`src/rtl/fwd_hazard_unit_pkg.sv`:
```
// Shared types for the EX-stage forwarding/hazard unit: mux select codes and shadow tag entry.
// Latency: n/a (types and a pure helper function only).
// Backpressure: n/a.
package fwd_hazard_unit_pkg;

    // The width of the dest field in the shadow entry is set here. The unit's REG_ADDR_W parameter must match it.
    localparam int FHU_REG_ADDR_W = 3;

    // Operand-mux select codes seen by the EX stage.
    localparam logic [1:0] SEL_RF    = 2'd0;
    localparam logic [1:0] SEL_EXMEM = 2'd1;
    localparam logic [1:0] SEL_MEMWB = 2'd2;

    // One in-flight instruction tag in the shadow pipeline.
    typedef struct packed {
        logic                      valid;
        logic [FHU_REG_ADDR_W-1:0] dest;
        logic                      wb_en;
        logic                      mem_read;
    } shadow_ent_t;

    localparam shadow_ent_t SHADOW_BUBBLE = '0;

    // An entry produces r when it will write r. R0 is hardwired to zero and is never produced.
    function automatic logic produces(shadow_ent_t e, logic [FHU_REG_ADDR_W-1:0] r);
        return e.valid && e.wb_en && (e.dest == r) && (r != '0);
    endfunction

endpackage

```
`src/rtl/fwd_hazard_unit_if.sv`:
```
// ID-stage to hazard-unit bundle: decoded ID fields in, operand selects and stall out.
// Latency: wires only. sel_a/sel_b are registered inside the unit, and stall is combinational.
// Backpressure: stall is the only backpressure. The ID side holds PC and IF/ID while it is high.
interface fwd_hazard_unit_if #(
    parameter int REG_ADDR_W = 3,
    parameter int CNT_W      = 16
);
    logic                  id_valid;
    logic [REG_ADDR_W-1:0] id_src1;
    logic [REG_ADDR_W-1:0] id_src2;
    logic                  id_src1_used;
    logic                  id_src2_used;
    logic [REG_ADDR_W-1:0] id_dest;
    logic                  id_wb_en;
    logic                  id_mem_read;
    logic                  flush;
    logic [1:0]            sel_a;
    logic [1:0]            sel_b;
    logic                  stall;
    logic [CNT_W-1:0]      stall_count;

    // The pipeline ID stage drives the decoded instruction.
    modport master (
        output id_valid, id_src1, id_src2, id_src1_used, id_src2_used,
               id_dest, id_wb_en, id_mem_read, flush,
        input  sel_a, sel_b, stall, stall_count
    );

    // The hazard unit consumes the decoded instruction and produces the selects.
    modport slave (
        input  id_valid, id_src1, id_src2, id_src1_used, id_src2_used,
               id_dest, id_wb_en, id_mem_read, flush,
        output sel_a, sel_b, stall, stall_count
    );
endinterface

```
`src/rtl/fwd_sel_calc.sv`:
```
// Per-source forwarding select and load-use detection against the EX and MEM shadow entries.
// Latency: purely combinational.
// Backpressure: none. load_use feeds the stall of the parent unit.
// Ports: src/used = ID source and its read flag; ex_ent/mem_ent = shadow entries;
//        code = SEL_RF/SEL_EXMEM/SEL_MEMWB; load_use = EX load produces this source.
module fwd_sel_calc
    import fwd_hazard_unit_pkg::*;
(
    input  logic [FHU_REG_ADDR_W-1:0] src,
    input  logic                      used,
    input  shadow_ent_t               ex_ent,
    input  shadow_ent_t               mem_ent,
    output logic [1:0]                code,
    output logic                      load_use
);
    logic ex_hit;
    logic mem_hit;
    logic mem_rd_unused;

    assign ex_hit  = used && produces(ex_ent, src);
    assign mem_hit = used && produces(mem_ent, src);

    // The EX entry is checked first, so the youngest producer wins when both entries match.
    always_comb begin
        code = SEL_RF;
        if (ex_hit) begin
            code = SEL_EXMEM;
        end else if (mem_hit) begin
            code = SEL_MEMWB;
        end
    end

    // A load in EX has no data until MEM. A load already in MEM forwards normally.
    assign load_use = ex_hit && ex_ent.mem_read;

    assign mem_rd_unused = mem_ent.mem_read;

endmodule

```
`src/rtl/fwd_hazard_unit.sv`:
```
// Forwarding-select and load-use stall generator for the 16-bit five-stage pipeline.
// Latency: sel_a/sel_b are registered as the instruction enters EX (1 cycle). stall is combinational.
// Backpressure: stall holds PC and IF/ID and injects a bubble. flush overrides stall.
// Ports: clk, rst_n (async active-low); bus = fwd_hazard_unit_if.slave (ID fields, flush in;
//        sel_a, sel_b, stall, stall_count out).
module fwd_hazard_unit
    import fwd_hazard_unit_pkg::*;
#(
    parameter int REG_ADDR_W = FHU_REG_ADDR_W,
    parameter int CNT_W      = 16
) (
    input  logic              clk,
    input  logic              rst_n,
    fwd_hazard_unit_if.slave  bus
);
    shadow_ent_t           ex_q;
    shadow_ent_t           mem_q;
    shadow_ent_t           wb_q;
    shadow_ent_t           id_ent;
    logic [REG_ADDR_W-1:0] src_a;
    logic [REG_ADDR_W-1:0] src_b;
    logic [1:0]            code_a;
    logic [1:0]            code_b;
    logic                  lu_a;
    logic                  lu_b;
    logic                  stall_c;
    logic [1:0]            sel_a_q;
    logic [1:0]            sel_b_q;
    logic [CNT_W-1:0]      cnt_q;
    logic                  wb_tag_unused;

    assign src_a  = bus.id_src1;
    assign src_b  = bus.id_src2;
    assign id_ent = '{valid: bus.id_valid, dest: bus.id_dest,
                      wb_en: bus.id_wb_en, mem_read: bus.id_mem_read};

    fwd_sel_calc u_sel_a (
        .src      (src_a),
        .used     (bus.id_src1_used),
        .ex_ent   (ex_q),
        .mem_ent  (mem_q),
        .code     (code_a),
        .load_use (lu_a)
    );

    fwd_sel_calc u_sel_b (
        .src      (src_b),
        .used     (bus.id_src2_used),
        .ex_ent   (ex_q),
        .mem_ent  (mem_q),
        .code     (code_b),
        .load_use (lu_b)
    );

    // When the ID instruction is being flushed, stall is suppressed, because the dependent instruction is dead.
    assign stall_c = bus.id_valid && !bus.flush && (lu_a || lu_b);

    always_ff @(posedge clk or negedge rst_n) begin
        if (!rst_n) begin
            ex_q    <= SHADOW_BUBBLE;
            mem_q   <= SHADOW_BUBBLE;
            wb_q    <= SHADOW_BUBBLE;
            sel_a_q <= SEL_RF;
            sel_b_q <= SEL_RF;
        end else begin
            mem_q <= ex_q;
            wb_q  <= mem_q;
            if (bus.flush || stall_c) begin
                ex_q    <= SHADOW_BUBBLE;
                sel_a_q <= SEL_RF;
                sel_b_q <= SEL_RF;
            end else begin
                ex_q    <= id_ent;
                sel_a_q <= bus.id_valid ? code_a : SEL_RF;
                sel_b_q <= bus.id_valid ? code_b : SEL_RF;
            end
        end
    end

    always_ff @(posedge clk or negedge rst_n) begin
        if (!rst_n) begin
            cnt_q <= '0;
        end else if (stall_c && (cnt_q != '1)) begin
            cnt_q <= cnt_q + CNT_W'(1);
        end
    end

    // The WB tag is kept so the shadow pipeline mirrors the real one. Nothing forwards from it,
    // because the register file is write-through and ID already sees the written value.
    assign wb_tag_unused = ^wb_q;

    assign bus.sel_a       = sel_a_q;
    assign bus.sel_b       = sel_b_q;
    assign bus.stall       = stall_c;
    assign bus.stall_count = cnt_q;

endmodule

```
`src/flat_wrapper.sv`:
```
// flat-port wrapper written by rule: the top's interface ports become plain ports
module fwd_hazard_unit_flat import fwd_hazard_unit_pkg::*;
#(
    parameter int REG_ADDR_W = FHU_REG_ADDR_W,
    parameter int CNT_W      = 16
)
  (clk, rst_n, bus_id_valid, bus_id_src1, bus_id_src2, bus_id_src1_used, bus_id_src2_used, bus_id_dest, bus_id_wb_en, bus_id_mem_read, bus_flush, bus_sel_a, bus_sel_b, bus_stall, bus_stall_count);
  fwd_hazard_unit_if #(.REG_ADDR_W(REG_ADDR_W), .CNT_W(CNT_W)) bus_i ();
  input  logic clk;
  input  logic rst_n;
  input wire logic [$bits(bus_i.id_valid)-1:0] bus_id_valid;
  input wire logic [$bits(bus_i.id_src1)-1:0] bus_id_src1;
  input wire logic [$bits(bus_i.id_src2)-1:0] bus_id_src2;
  input wire logic [$bits(bus_i.id_src1_used)-1:0] bus_id_src1_used;
  input wire logic [$bits(bus_i.id_src2_used)-1:0] bus_id_src2_used;
  input wire logic [$bits(bus_i.id_dest)-1:0] bus_id_dest;
  input wire logic [$bits(bus_i.id_wb_en)-1:0] bus_id_wb_en;
  input wire logic [$bits(bus_i.id_mem_read)-1:0] bus_id_mem_read;
  input wire logic [$bits(bus_i.flush)-1:0] bus_flush;
  output wire logic [$bits(bus_i.sel_a)-1:0] bus_sel_a;
  output wire logic [$bits(bus_i.sel_b)-1:0] bus_sel_b;
  output wire logic [$bits(bus_i.stall)-1:0] bus_stall;
  output wire logic [$bits(bus_i.stall_count)-1:0] bus_stall_count;
  assign bus_i.id_valid = bus_id_valid;
  assign bus_i.id_src1 = bus_id_src1;
  assign bus_i.id_src2 = bus_id_src2;
  assign bus_i.id_src1_used = bus_id_src1_used;
  assign bus_i.id_src2_used = bus_id_src2_used;
  assign bus_i.id_dest = bus_id_dest;
  assign bus_i.id_wb_en = bus_id_wb_en;
  assign bus_i.id_mem_read = bus_id_mem_read;
  assign bus_i.flush = bus_flush;
  assign bus_sel_a = bus_i.sel_a;
  assign bus_sel_b = bus_i.sel_b;
  assign bus_stall = bus_i.stall;
  assign bus_stall_count = bus_i.stall_count;
  fwd_hazard_unit #(.REG_ADDR_W(REG_ADDR_W), .CNT_W(CNT_W)) u_core (.clk(clk), .rst_n(rst_n), .bus(bus_i));
endmodule
```
`config.mk`:
```
export PLATFORM = sky130hd
export DESIGN_NAME = fwd_hazard_unit_flat
export DESIGN_NICKNAME = d
export VERILOG_FILES = /design/src/rtl/fwd_hazard_unit_pkg.sv /design/src/rtl/fwd_hazard_unit_if.sv /design/src/rtl/fwd_sel_calc.sv /design/src/rtl/fwd_hazard_unit.sv /design/src/flat_wrapper.sv
export SDC_FILE = /design/constraint.sdc
export NUM_CORES = 1
export LEC_CHECK = 0
export BUFFER_PORTS_ARGS = -buffer_cell sky130_fd_sc_hd__buf_2
export CAP_MARGIN = 20
export CELL_PAD_IN_SITES_DETAIL_PLACEMENT = 0
export CELL_PAD_IN_SITES_GLOBAL_PLACEMENT = 2
export CORE_AREA = 2 2 69 71
export DETAILED_ROUTE_END_ITERATION = 8
export DIE_AREA = 0 0 71 73
export GPL_TIMING_DRIVEN = 0
export PLACE_DENSITY_LB_ADDON = 0.3
export REMOVE_ABC_BUFFERS = 1
export SYNTH_ARGS = -nofsm -noshare
export SYNTH_HDL_FRONTEND = slang
export SYNTH_SLANG_ARGS = --single-unit
```
`constraint.sdc`:
```
create_clock -name clk -period 4.35 [get_ports clk]
set_clock_uncertainty 0.15 [all_clocks]
set_input_delay 0.6525 -clock clk [delete_from_list [all_inputs] [get_ports clk]]
set_output_delay 0.6525 -clock clk [all_outputs]
set_load 0.02 [all_outputs]
```
### Word-level counts from Yosys, hierarchy flattened

Cells that the tools add are included.

| word-level totals | value |
|---|---|
| output and inout port bits | 21 |
| logic and storage cells | 49 |
| bits of input ports | 17 |
| bits in registers | 31 |

| operators by class | value |
|---|---|
| reductions and logical operators | 24 |
| equal/unequal tests | 5 |
| multiplexer cells | 9 |
| add/subtract/negate cells | 1 |

Operators with widths:

| operator | count |
|---|---|
| $logic_and 1x1->1 | 19 |
| $add 16x1->16 const B | 1 |
| $mux 2 | 8 |
| $ne 16x16->1 const B | 1 |
| $eq 3x3->1 | 4 |
| $mux 6 | 1 |
| $reduce_bool 3->1 | 2 |
| $logic_or 1x1->1 | 2 |
| $logic_not 1->1 | 1 |

### Logic depth before layout (Yosys ltp)

Gate-level depths: netlist of run 1.

| depth | value |
|---|---|
| word-level depth | 9 |
| depth in mapped cells | 8 |
| gate-level depth less buffers | 7 |

### Hierarchy

From an unflattened synthesis of run 1, not the netlist that was laid out.

| unflattened totals | value |
|---|---|
| cells, all modules | 136 |
| area, all modules | 1529.0 um^2 |

Modules (own cells, without submodules):

| module | cells an instance | times used | area an instance (um^2) | sequential area each (um^2) |
|---|---|---|---|---|
| fwd_hazard_unit | 102 | 1 | 1296.2 | 800.8 |
| fwd_sel_calc | 17 | 2 | 116.4 | 0.0 |

### Worst setup path after synthesis of run 1

OpenSTA, ideal clock, no wires.

| timing | value |
|---|---|
| kind | input -> output |
| from | input port bus_id_src1[1] |
| to | output port bus_stall |
| data arrival time | 2043 ps |
| buffers on the path | 0 |
| slack | 1504 ps |
| cell stages on the path | 5 |
| data required time | 3547 ps |
| cell sequence | or3b_1 -> a211o_1 -> a211oi_4 -> nor2_2 -> nor2_1 |

| between the ends | value |
|---|---|
| cells in the longest elaborated chain, start to end | 7 |
| elaborated cells on any way between the ends | 8 |
| classes of those cells | eq/ne: 1; reduce/logical: 7 |

Ends and longest elaborated chain:

| item | RTL line | source |
|---|---|---|
| start: declaration | flat_wrapper.sv:12 | `input wire logic [$bits(bus_i.id_src1)-1:0] bus_id_src1;` |
| $eq 3x3->1 | fwd_hazard_unit_pkg.sv:26 | `return e.valid && e.wb_en && (e.dest == r) && (r != '0);` |
| $logic_and 1x1->1 | fwd_hazard_unit_pkg.sv:26 |  |
| $logic_and 1x1->1 * | fwd_hazard_unit_pkg.sv:26 |  |
| $logic_and 1x1->1 * | fwd_sel_calc.sv:20 | `assign ex_hit = used && produces(ex_ent, src);` |
| $logic_and 1x1->1 * | fwd_sel_calc.sv:34 | `assign load_use = ex_hit && ex_ent.mem_read;` |
| $logic_or 1x1->1 * | fwd_hazard_unit.sv:56 | `assign stall_c = bus.id_valid && !bus.flush && (lu_a \|\| lu_b);` |
| $logic_and 1x1->1 * | fwd_hazard_unit.sv:56 |  |
| end: declaration | flat_wrapper.sv:22 | `output wire logic [$bits(bus_i.stall)-1:0] bus_stall;` |

Every way passes the cells marked *; elsewhere a longest branch is shown, timed or not.

### Worst setup path in the final report of run 1

Ends and elaborated chain as after synthesis.

==> flow_metrics.py, run 1 <==
metrics = {
    "worst_hold_path": {
        "hold_class": "primary input to asynchronous set/reset pin",
    },
    "setup_path": {
        "path_class": "primary input to output pin",
        "end_kind": "output pin",
        "r2r_start": "u_core.ex_q[3]",
        "rrSetupSlack_ns": 1.74,
        "cp_max_fo": 6,
        "critPathLaunchType": "primary input",
        "r2r-end": "u_core.bus.stall_count[10]",
        "worstPathArrival_ns": 2.28,
        "required_ns": 3.55,
        "r2r_cells": 6,
    },
    "logic_synthesis": {
        "ys_ff_latch": 31,
        "syn_area_um2": 1500,
        "syn_avg_cell_area_um2": 11.0,
        "ys_seq_area_share_pct": 51.7,
        "ys_warn_count": 0,
        "synth.distinct_cells": 34,
        "syn_inst": 136,
    },
    "timing": {
        "setup_tns_ns": 0,
        "max_freq_mhz": 325,
        "fin_crit_ns": 3.08,
        "drv_slew": 0,
        "rsz0062_at_grt": "false",
        "whs_ns": 0.258,
        "timing.final.crit_share_pct": 70.8,
        "final-hold-violation-count": 0,
        "report.final.setup_viol": 0,
        "timing.final.ws_setup_ns": 1.27,
        "slew-limit-headroom_pct": 54.6,
        "worst_pin_slew_ns": 0.681,
    },
    "grt": {
        "grt_pass1_wl_mm": 5.57,
        "grt_start_max_net_pins": 32,
        "antenna_found_initial": 0,
        "grt_pass1_vias": 1186,
        "grt_overflow": 0,
        "grt.total_usage_pct": 13.6,
    },
    "cts": {
        "hold_buffers": 0,
        "clk_latency_ns": 0.28,
        "cts_buffers": 5,
        "cts_tree": "built",
        "clk_pin_slew_ns": 0.07,
        "clock-sinks": 31,
        "cts_root_buf": "clkbuf_8",
        "clockBufferDepth": 2,
        "h-tree-depth": 2,
        "ctsResizeCount": 0,
        "cts_setup_buffers": 0,
    },
    "power_and_ir_drop": {
        "peakVddDrop_mv": 0.251,
        "p_leak_nw": 0.899,
        "powerDensity_nw_per_um2": 338,
    },
    "floorplanning": {
        "num_rows": 25,
        "dieHeight_um": 73,
        "io_pins": 38,
        "die_area_um2": 5180,
        "die_x_um": 71,
        "core_um2": 4540,
        "start_util_pct": 33.1,
    },
    "placement": {
        "portBuffers": 37,
        "pre_cts_slack_ns": 1.25,
        "finalWeightedCongestion": 0.800,
        "dp_hpwl_mm": 2.40,
        "placed_area_um2": 1740,
    },
    "route": {
        "dr_total_vias": 1133,
        "wl_per_cell_um": 13.8,
        "vias_per_cell": 4.88,
        "routed_wl_mm": 3.20,
        "firstDrtPassIters": 5,
        "drc_errors": 0,
        "dr.first_iter.drc_count": 61,
        "antenna_left": 0,
    },
    "cells_and_area": {
        "post-route-util_pct": 41.0,
        "n_antenna_cell": 0,
        "nNetsFinal": 195,
        "finish.instance_area_um2": 1860,
        "drive_gt1_share_pct": 29.8,
        "nFillCells": 448,
        "area_growth_pct": 23.9,
    },
    "flow_run": {
        "drv_cap": 0,
    },
    "status": {
        "outcome": "completed",
    },
}
[cells in the final DEF (no fill, tap or decap), types with 5 or more instances in the layout]
cell,instances
dfrtp_1,31
clkbuf_8,6
and2_1,5
buf_2,37
xnor2_1,14
nand3_1,12
nand2_1,10
and3_1,6
xor2_1,6
[sequential cells by signal (all words and copies together) (netlist names)]
| signal | cells |
|---|---|
| u_core.bus.sel_b | 2 |
| u_core.bus.sel_a | 2 |
| u_core.bus.stall_count | 16 |
| u_core.ex_q | 6 |
| u_core.mem_q | 5 |
[worst max path at each step]
stage | startpoint | end | slack [ns] | cells after the start
6_report | bus_id_src1[1] | bus_stall | 1.27 | 7
5_1_grt | bus_id_src1[1] | bus_stall | 1.17 | 7
4_1_cts | bus_id_src1[1] | bus_stall | 1.25 | 7
2_1_floorplan | bus_id_src1[1] | bus_stall | 1.50 | 5
3_5_place_dp | bus_id_src1[1] | bus_stall | 1.25 | 7
3_3_place_gp | bus_id_src1[1] | bus_stall | 1.28 | 7
[metrics by stage]
step | total power, W | std cells
detailed placement | 0.000343 | 224
global route | 0.000655 | 232
global placement | 0.000341 | 224
CTS | 0.000636 | 232
finish | 0.000628 | 232
floorplan | 0.000322 | 133
[where the power goes]
group	switching, W	internal [W]
logic	0.0000205	0.0000157
clock network	0.000107	0.000185
registers	0.00000646	0.000294
[routing by layer]
layer,share of wire (%),wire length (µm),vias to the layer above,GRT usage (%)
met5,0,0,-,0
met4,1.2,39,0,5.24
met3,6.3,202,4,3.87
met2,47,1500,44,21.6
met1,46,1460,519,17.8
li1,-,-,566,-
[synthesized netlist by cell type, drive strengths merged]
cell	count	area share [%]
a2111oi	2	1.2
a211o	2	1.2
a211oi	2	2.7
a21oi	3	1.0
a31oi	3	1.3
and2	5	2.1
and3	6	2.5
and4	1	0.58
buf	1	0.33
clkbuf	2	0.50
dfrtp	31	52
ha	1	0.83
inv	2	0.50
mux2	3	2.3
mux2i	1	0.67
nand2	10	2.5
nand2b	2	0.83
nand3	12	4.0
nand4	4	1.7
nor2	4	1.2
nor2b	1	0.42
nor3	4	1.3
nor3b	4	2.0
nor4	3	1.7
o21a	1	0.50
o21ai	1	0.33
o311a	1	0.67
or2	2	0.83
or3b	2	1.2
xnor2	14	8.2
xor2	6	3.5
[area by class of cell]
type	instances	area [µm²]	area share (%)
Sequential cell	31	776	41.8
Multi-Input combinational cell	100	704	37.9
Timing Repair Buffer	37	185	9.97
Clock buffer	6	82.6	4.44
Tap cell	54	67.6	3.64
Clock inverter	2	35.0	1.89
Inverter	2	7.51	0.404
[kinds of logic after synthesis]
logic type	after synthesis	share of synthesized area (%)
muxes	4	2.92
DFF	31	51.7
and+or+nand+nor	60	22.8
xor gates and xnor gates	20	11.7
adders and majority gates	1	0.834
buffers and inverters	5	1.33
AOI/OAI and AO/OA	15	8.76
[critical path: stages]
cell and delay [ns]:
buf_2 0.14, or3b_1 0.36, a211o_1 0.34, a211oi_4 0.37, nor2_2 0.14, nor2_1 0.11
buf_2 0.17
Power figures use the tool's default switching activity.
==> inputs of run 2 (changes only) <==
- CORE_AREA: 2 2 69 71 -> 2 2 71 73
- DIE_AREA: 0 0 71 73 -> 0 0 73 75
- clock period: 4.35 -> 3.23 ns (I/O delays scaled with it)
==> run 2 against run 1 <==
  * Critical path depth decreased by 1
  * First-iteration DRC count decreased by 4.9%
  * Setup slack got worse by 0.93 ns
  * Clock-buffer cell count unchanged
  * Register-to-register slack got worse by 1.1 ns
  * Routed wire length increased by 0.25%
  * Critical path type is now flip-flop to output pin
  * Largest cell class unchanged
==> flow_metrics.py, run 2 (same netlist as run 1, synthesis figures left out) <==
metrics = {
    "status": {
        "outcome": "completed",
    },
    "route": {
        "antenna_left": 0,
        "dr.first_iter.drc_count": 58,
        "routed_wl_mm": 3.20,
        "dr_total_vias": 1166,
        "firstDrtPassIters": 4,
        "drc_errors": 0,
        "wl_per_cell_um": 13.8,
        "vias_per_cell": 5.03,
    },
    "timing": {
        "drv_slew": 0,
        "max_freq_mhz": 347,
        "fin_crit_ns": 2.88,
        "setup_tns_ns": 0,
        "timing.final.ws_setup_ns": 0.347,
        "report.final.setup_viol": 0,
        "timing.final.crit_share_pct": 89.3,
        "final-hold-violation-count": 0,
        "worst_pin_slew_ns": 0.677,
        "rsz0062_at_grt": "false",
        "slew-limit-headroom_pct": 54.9,
    },
    "placement": {
        "finalWeightedCongestion": 0.739,
        "placed_area_um2": 1740,
        "pre_cts_slack_ns": 0.449,
        "dp_hpwl_mm": 2.41,
        "portBuffers": 37,
    },
    "cells_and_area": {
        "n_antenna_cell": 0,
        "finish.instance_area_um2": 1870,
        "drive_gt1_share_pct": 29.2,
        "final_common_cell": "buf_2",
        "area_growth_pct": 24.9,
        "layout_common_cells": "buf_2, dfrtp_1, xnor2_1, nand3_1, nand2_1",
        "post-route-util_pct": 40.2,
        "nFillCells": 477,
        "largest_register_ffs": 16,
        "nNetsFinal": 195,
        "seq_area_um2": 776,
        "multi_input_area_um2": 704,
    },
    "cts": {
        "h-tree-depth": 2,
        "clockBufferDepth": 2,
        "cts_root_buf": "clkbuf_8",
        "clk_latency_ns": 0.28,
        "clk_pin_slew_ns": 0.07,
        "cts_setup_buffers": 0,
        "ctsResizeCount": 0,
        "cts_tree": "built",
        "hold_buffers": 0,
        "cts_buffers": 5,
        "clock-sinks": 31,
    },
    "floorplanning": {
        "die_area_um2": 5480,
        "die_x_um": 73,
        "io_pins": 38,
        "start_util_pct": 32.2,
        "core_um2": 4660,
        "dieHeight_um": 75,
        "num_rows": 25,
    },
    "worst_hold_path": {
        "hold_class": "primary input to asynchronous set/reset pin",
    },
    "setup_path": {
        "crit_family": "compound AO/OA/AOI/OAI gates",
        "critPathLaunchType": "flip-flop",
        "crit_chain": "or3b_1 -> a211o_1 -> a211oi_4 -> nor2_2 -> nor2_1 -> buf_2",
        "worstPathArrival_ns": 2.25,
        "slowest_delay_ns": 0.44,
        "path_class": "flip-flop to output pin",
        "required_ns": 2.60,
        "end_kind": "output pin",
        "r2r_cells": 5,
        "cp_slowest_cell": "dfrtp_1",
        "cp_max_fo": 6,
        "worst-path-stages": 6,
        "crit_buf_inv": 1,
    },
    "grt": {
        "grt_pass1_vias": 1242,
        "grt_overflow": 0,
        "grt_start_max_net_pins": 32,
        "antenna_found_initial": 0,
        "grt_pass1_wl_mm": 5.69,
        "grt.total_usage_pct": 14.0,
    },
    "power_and_ir_drop": {
        "p_leak_nw": 0.903,
        "peakVddDrop_mv": 0.242,
        "powerDensity_nw_per_um2": 486,
    },
    "flow_run": {
        "drv_cap": 0,
    },
}
## run 2: cell count changes in the layout (fill, tap and decap cells not counted), sizes merged
| cell | change |
|---|---|
| bufinv | +1 |
| clkinv | -1 |
## run 2: stage by stage
stage	instances	power, W	hold slack, ns
CTS	232	0.000919	0.107
finish	232	0.000910	0.0853
global placement	224	0.000460	0.251
floorplan	133	0.000433	0.0389
global route	232	0.000950	0.137
detailed placement	224	0.000462	0.241
## run 2: where the power goes
part | internal [W] | total, W | switching [W]
Combinational | 0.0000212 | 0.0000493 | 0.0000281
Sequential | 0.000396 | 0.000405 | 0.00000935
Clock | 0.000308 | 0.000456 | 0.000147
Total | 0.000725 | 0.000910 | 0.000185
## run 2: layout make-up
cell class                      count  share of cell area (%)
Sequential cell                    31                    41.4
Multi-Input combinational cell    100                    37.6
Timing Repair Buffer               37                    9.89
Clock buffer                        6                    3.87
Tap cell                           54                    3.61
Clock inverter                      2                    3.21
Inverter                            2                   0.401
## run 2: path summary, 6_finish.rpt
check	start	endpoint	slack, ns
max in group asynchronous	rst_n	u_core.bus.stall_count[3]	2.41
setup reg to reg	u_core.ex_q[3]	u_core.bus.stall_count[1]	0.64
hold / removal	rst_n	u_core.bus.stall_count[13]	0.09
setup / recovery	u_core.ex_q[3]	bus_stall	0.35
min in group clk	bus_id_dest[2]	u_core.ex_q[4]	0.26
hold reg to reg	u_core.ex_q[5]	u_core.mem_q[5]	0.26
## run 2: worst reg2reg max path, cell delays in order (launching register included)
cell and delay [ns]:
dfrtp_1 0.44, or3b_1 0.40, a211o_1 0.33, a211oi_4 0.36
o21a_1 0.42, mux2_2 0.38
## run 2: routing by layer
layer	routed length [µm]	up-vias	track usage, %
li1	-	567	-
met1	1520	556	18.2
met2	1420	31	21.1
met3	153	12	3.61
met4	108	0	8.64
met5	0	-	0
==> inputs of run 3 (changes only) <==
- PLACE_DENSITY: unset -> 0.85
- PLACE_DENSITY_LB_ADDON: 0.3 -> unset
==> run 3 against run 2 <==
  * Cell count unchanged
  * Via count shrank 0.34%
  * Design area shrank 1.7%
  * Total power fell by 14%
  * Fmax is 0.97% higher
  * Routed wire length up 0.53%
  * Critical path depth unchanged
  * Sequential share of layout area grew 0.73 points
  * Clock-buffer cell count grew 2
  * Sequential power hardly changed
  * Largest cell class unchanged
==> flow_metrics.py, run 3 (same netlist as run 1, synthesis figures left out) <==
metrics = {
    "floorplanning": {
        "dieHeight_um": 75,
        "num_rows": 25,
        "die_area_um2": 5480,
        "core_um2": 4660,
        "die_x_um": 73,
        "io_pins": 38,
        "start_util_pct": 32.2,
    },
    "route": {
        "dr.first_iter.drc_count": 75,
        "drc_errors": 0,
        "drt-met1-wl_mm": 1.42,
        "firstDrtPassIters": 4,
        "met3_wirelength_um": 141,
        "routed_wl_mm": 3.22,
        "vias_per_cell": 5.01,
        "dr_total_vias": 1162,
        "wl_met2_mm": 1.59,
        "wl_per_cell_um": 13.9,
        "top_layer": "met4",
        "antenna_left": 0,
    },
    "status": {
        "outcome": "completed",
    },
    "grt": {
        "grt_pass1_wl_mm": 5.29,
        "grt_overflow": 0,
        "grt_pass1_vias": 1193,
        "grt.total_usage_pct": 12.8,
        "antenna_found_initial": 0,
        "grt_start_max_net_pins": 32,
    },
    "timing": {
        "worst_pin_slew_ns": 0.690,
        "max_freq_mhz": 350,
        "slew-limit-headroom_pct": 54.0,
        "timing.final.ws_setup_ns": 0.375,
        "fin_crit_ns": 2.86,
        "report.final.setup_viol": 0,
        "drv_slew": 0,
        "setup_tns_ns": 0,
        "final-hold-violation-count": 0,
        "timing.final.crit_share_pct": 88.4,
        "whs_ns": 0.0942,
        "rsz0062_at_grt": "false",
    },
    "setup_path": {
        "rrSetupSlack_ns": 0.64,
        "end_kind": "output pin",
        "worstPathArrival_ns": 2.22,
        "path_class": "flip-flop to output pin",
        "r2r_cells": 6,
        "crit_end": "bus_stall",
        "critPathLaunchType": "flip-flop",
        "startpoint": "u_core.ex_q[3]",
        "r2r-end": "u_core.bus.stall_count[10]",
        "r2r_start": "u_core.ex_q[3]",
        "required_ns": 2.60,
        "cp_max_fo": 6,
    },
    "power_and_ir_drop": {
        "finalPower_w": 0.000786,
        "p_leak_nw": 0.889,
        "peakVddDrop_mv": 0.161,
        "powerDensity_nw_per_um2": 427,
    },
    "placement": {
        "portBuffers": 37,
        "dp_hpwl_mm": 2.44,
        "finalWeightedCongestion": 0.792,
        "pre_cts_slack_ns": 0.475,
    },
    "cells_and_area": {
        "nNetsFinal": 195,
        "layout_common_cells": "buf_2, dfrtp_1, xnor2_1, nand3_1, nand2_1",
        "seq_area_um2": 776,
        "largest_register_ffs": 16,
        "area_growth_pct": 22.7,
        "final_common_cell": "buf_2",
        "post-route-util_pct": 39.5,
        "n_antenna_cell": 0,
        "multi_input_area_um2": 704,
        "nFillCells": 466,
        "drive_gt1_share_pct": 29.2,
    },
    "worst_hold_path": {
        "hold_class": "primary input to asynchronous set/reset pin",
    },
    "cts": {
        "cts_tree": "built",
        "hold_buffers": 0,
        "clock-sinks": 31,
        "clk_pin_slew_ns": 0.06,
        "cts_setup_buffers": 0,
        "ctsResizeCount": 0,
        "clockBufferDepth": 2,
        "h-tree-depth": 2,
        "clk_latency_ns": 0.28,
        "cts_buffers": 5,
        "cts_root_buf": "clkbuf_8",
    },
    "flow_run": {
        "drv_cap": 0,
    },
}
## run 3: per-stage QoR
stage / cells / cell area, µm²
floorplan: 133 / 1490
global route: 232 / 1840
global placement: 224 / 1740
finish: 232 / 1840
CTS: 232 / 1840
detailed placement: 224 / 1740
## run 3: worst min path at each step
stage	start	cells past startpoint	slack [ns]	to
5_1_grt	rst_n	1	0.15	u_core.bus.stall_count[6]
2_1_floorplan	rst_n	0	0.04	u_core.bus.sel_a[0]
6_report	rst_n	1	0.09	u_core.bus.stall_count[15]
3_5_place_dp	u_core.ex_q[1]	0	0.25	u_core.mem_q[1]
3_3_place_gp	u_core.ex_q[5]	0	0.25	u_core.mem_q[5]
4_1_cts	rst_n	1	0.12	u_core.bus.stall_count[15]
## run 3: report_power, final
group | switching, W | leakage [nW] | total, W | internal, W
Combinational | 0.0000283 | 0.422 | 0.0000494 | 0.0000212
Sequential | 0.00000899 | 0.416 | 0.000405 | 0.000396
Clock | 0.000138 | 0.0515 | 0.000332 | 0.000194
## run 3: worst max-delay path, stage by stage, from the launching register on
cell      delay (ns)
dfrtp_1         0.44
or3b_1          0.39
a211o_1         0.34
a211oi_4        0.35
nor2_2          0.14
nor2_1          0.11
buf_2           0.17
## run 3: layout make-up
class	count	area share, %
multi-input cells	100	38.3
flip-flops and latches	31	42.1
inverters	2	0.408
repair buffers	37	10.1
clock buffers	8	5.44
well taps	54	3.67
## run 3: per-layer routing
metal,up-vias,GRT usage (%)
li1,562,-
met1,568,15.3
met3,5,3.08
met5,-,0
met4,0,7.82
met2,27,20.9
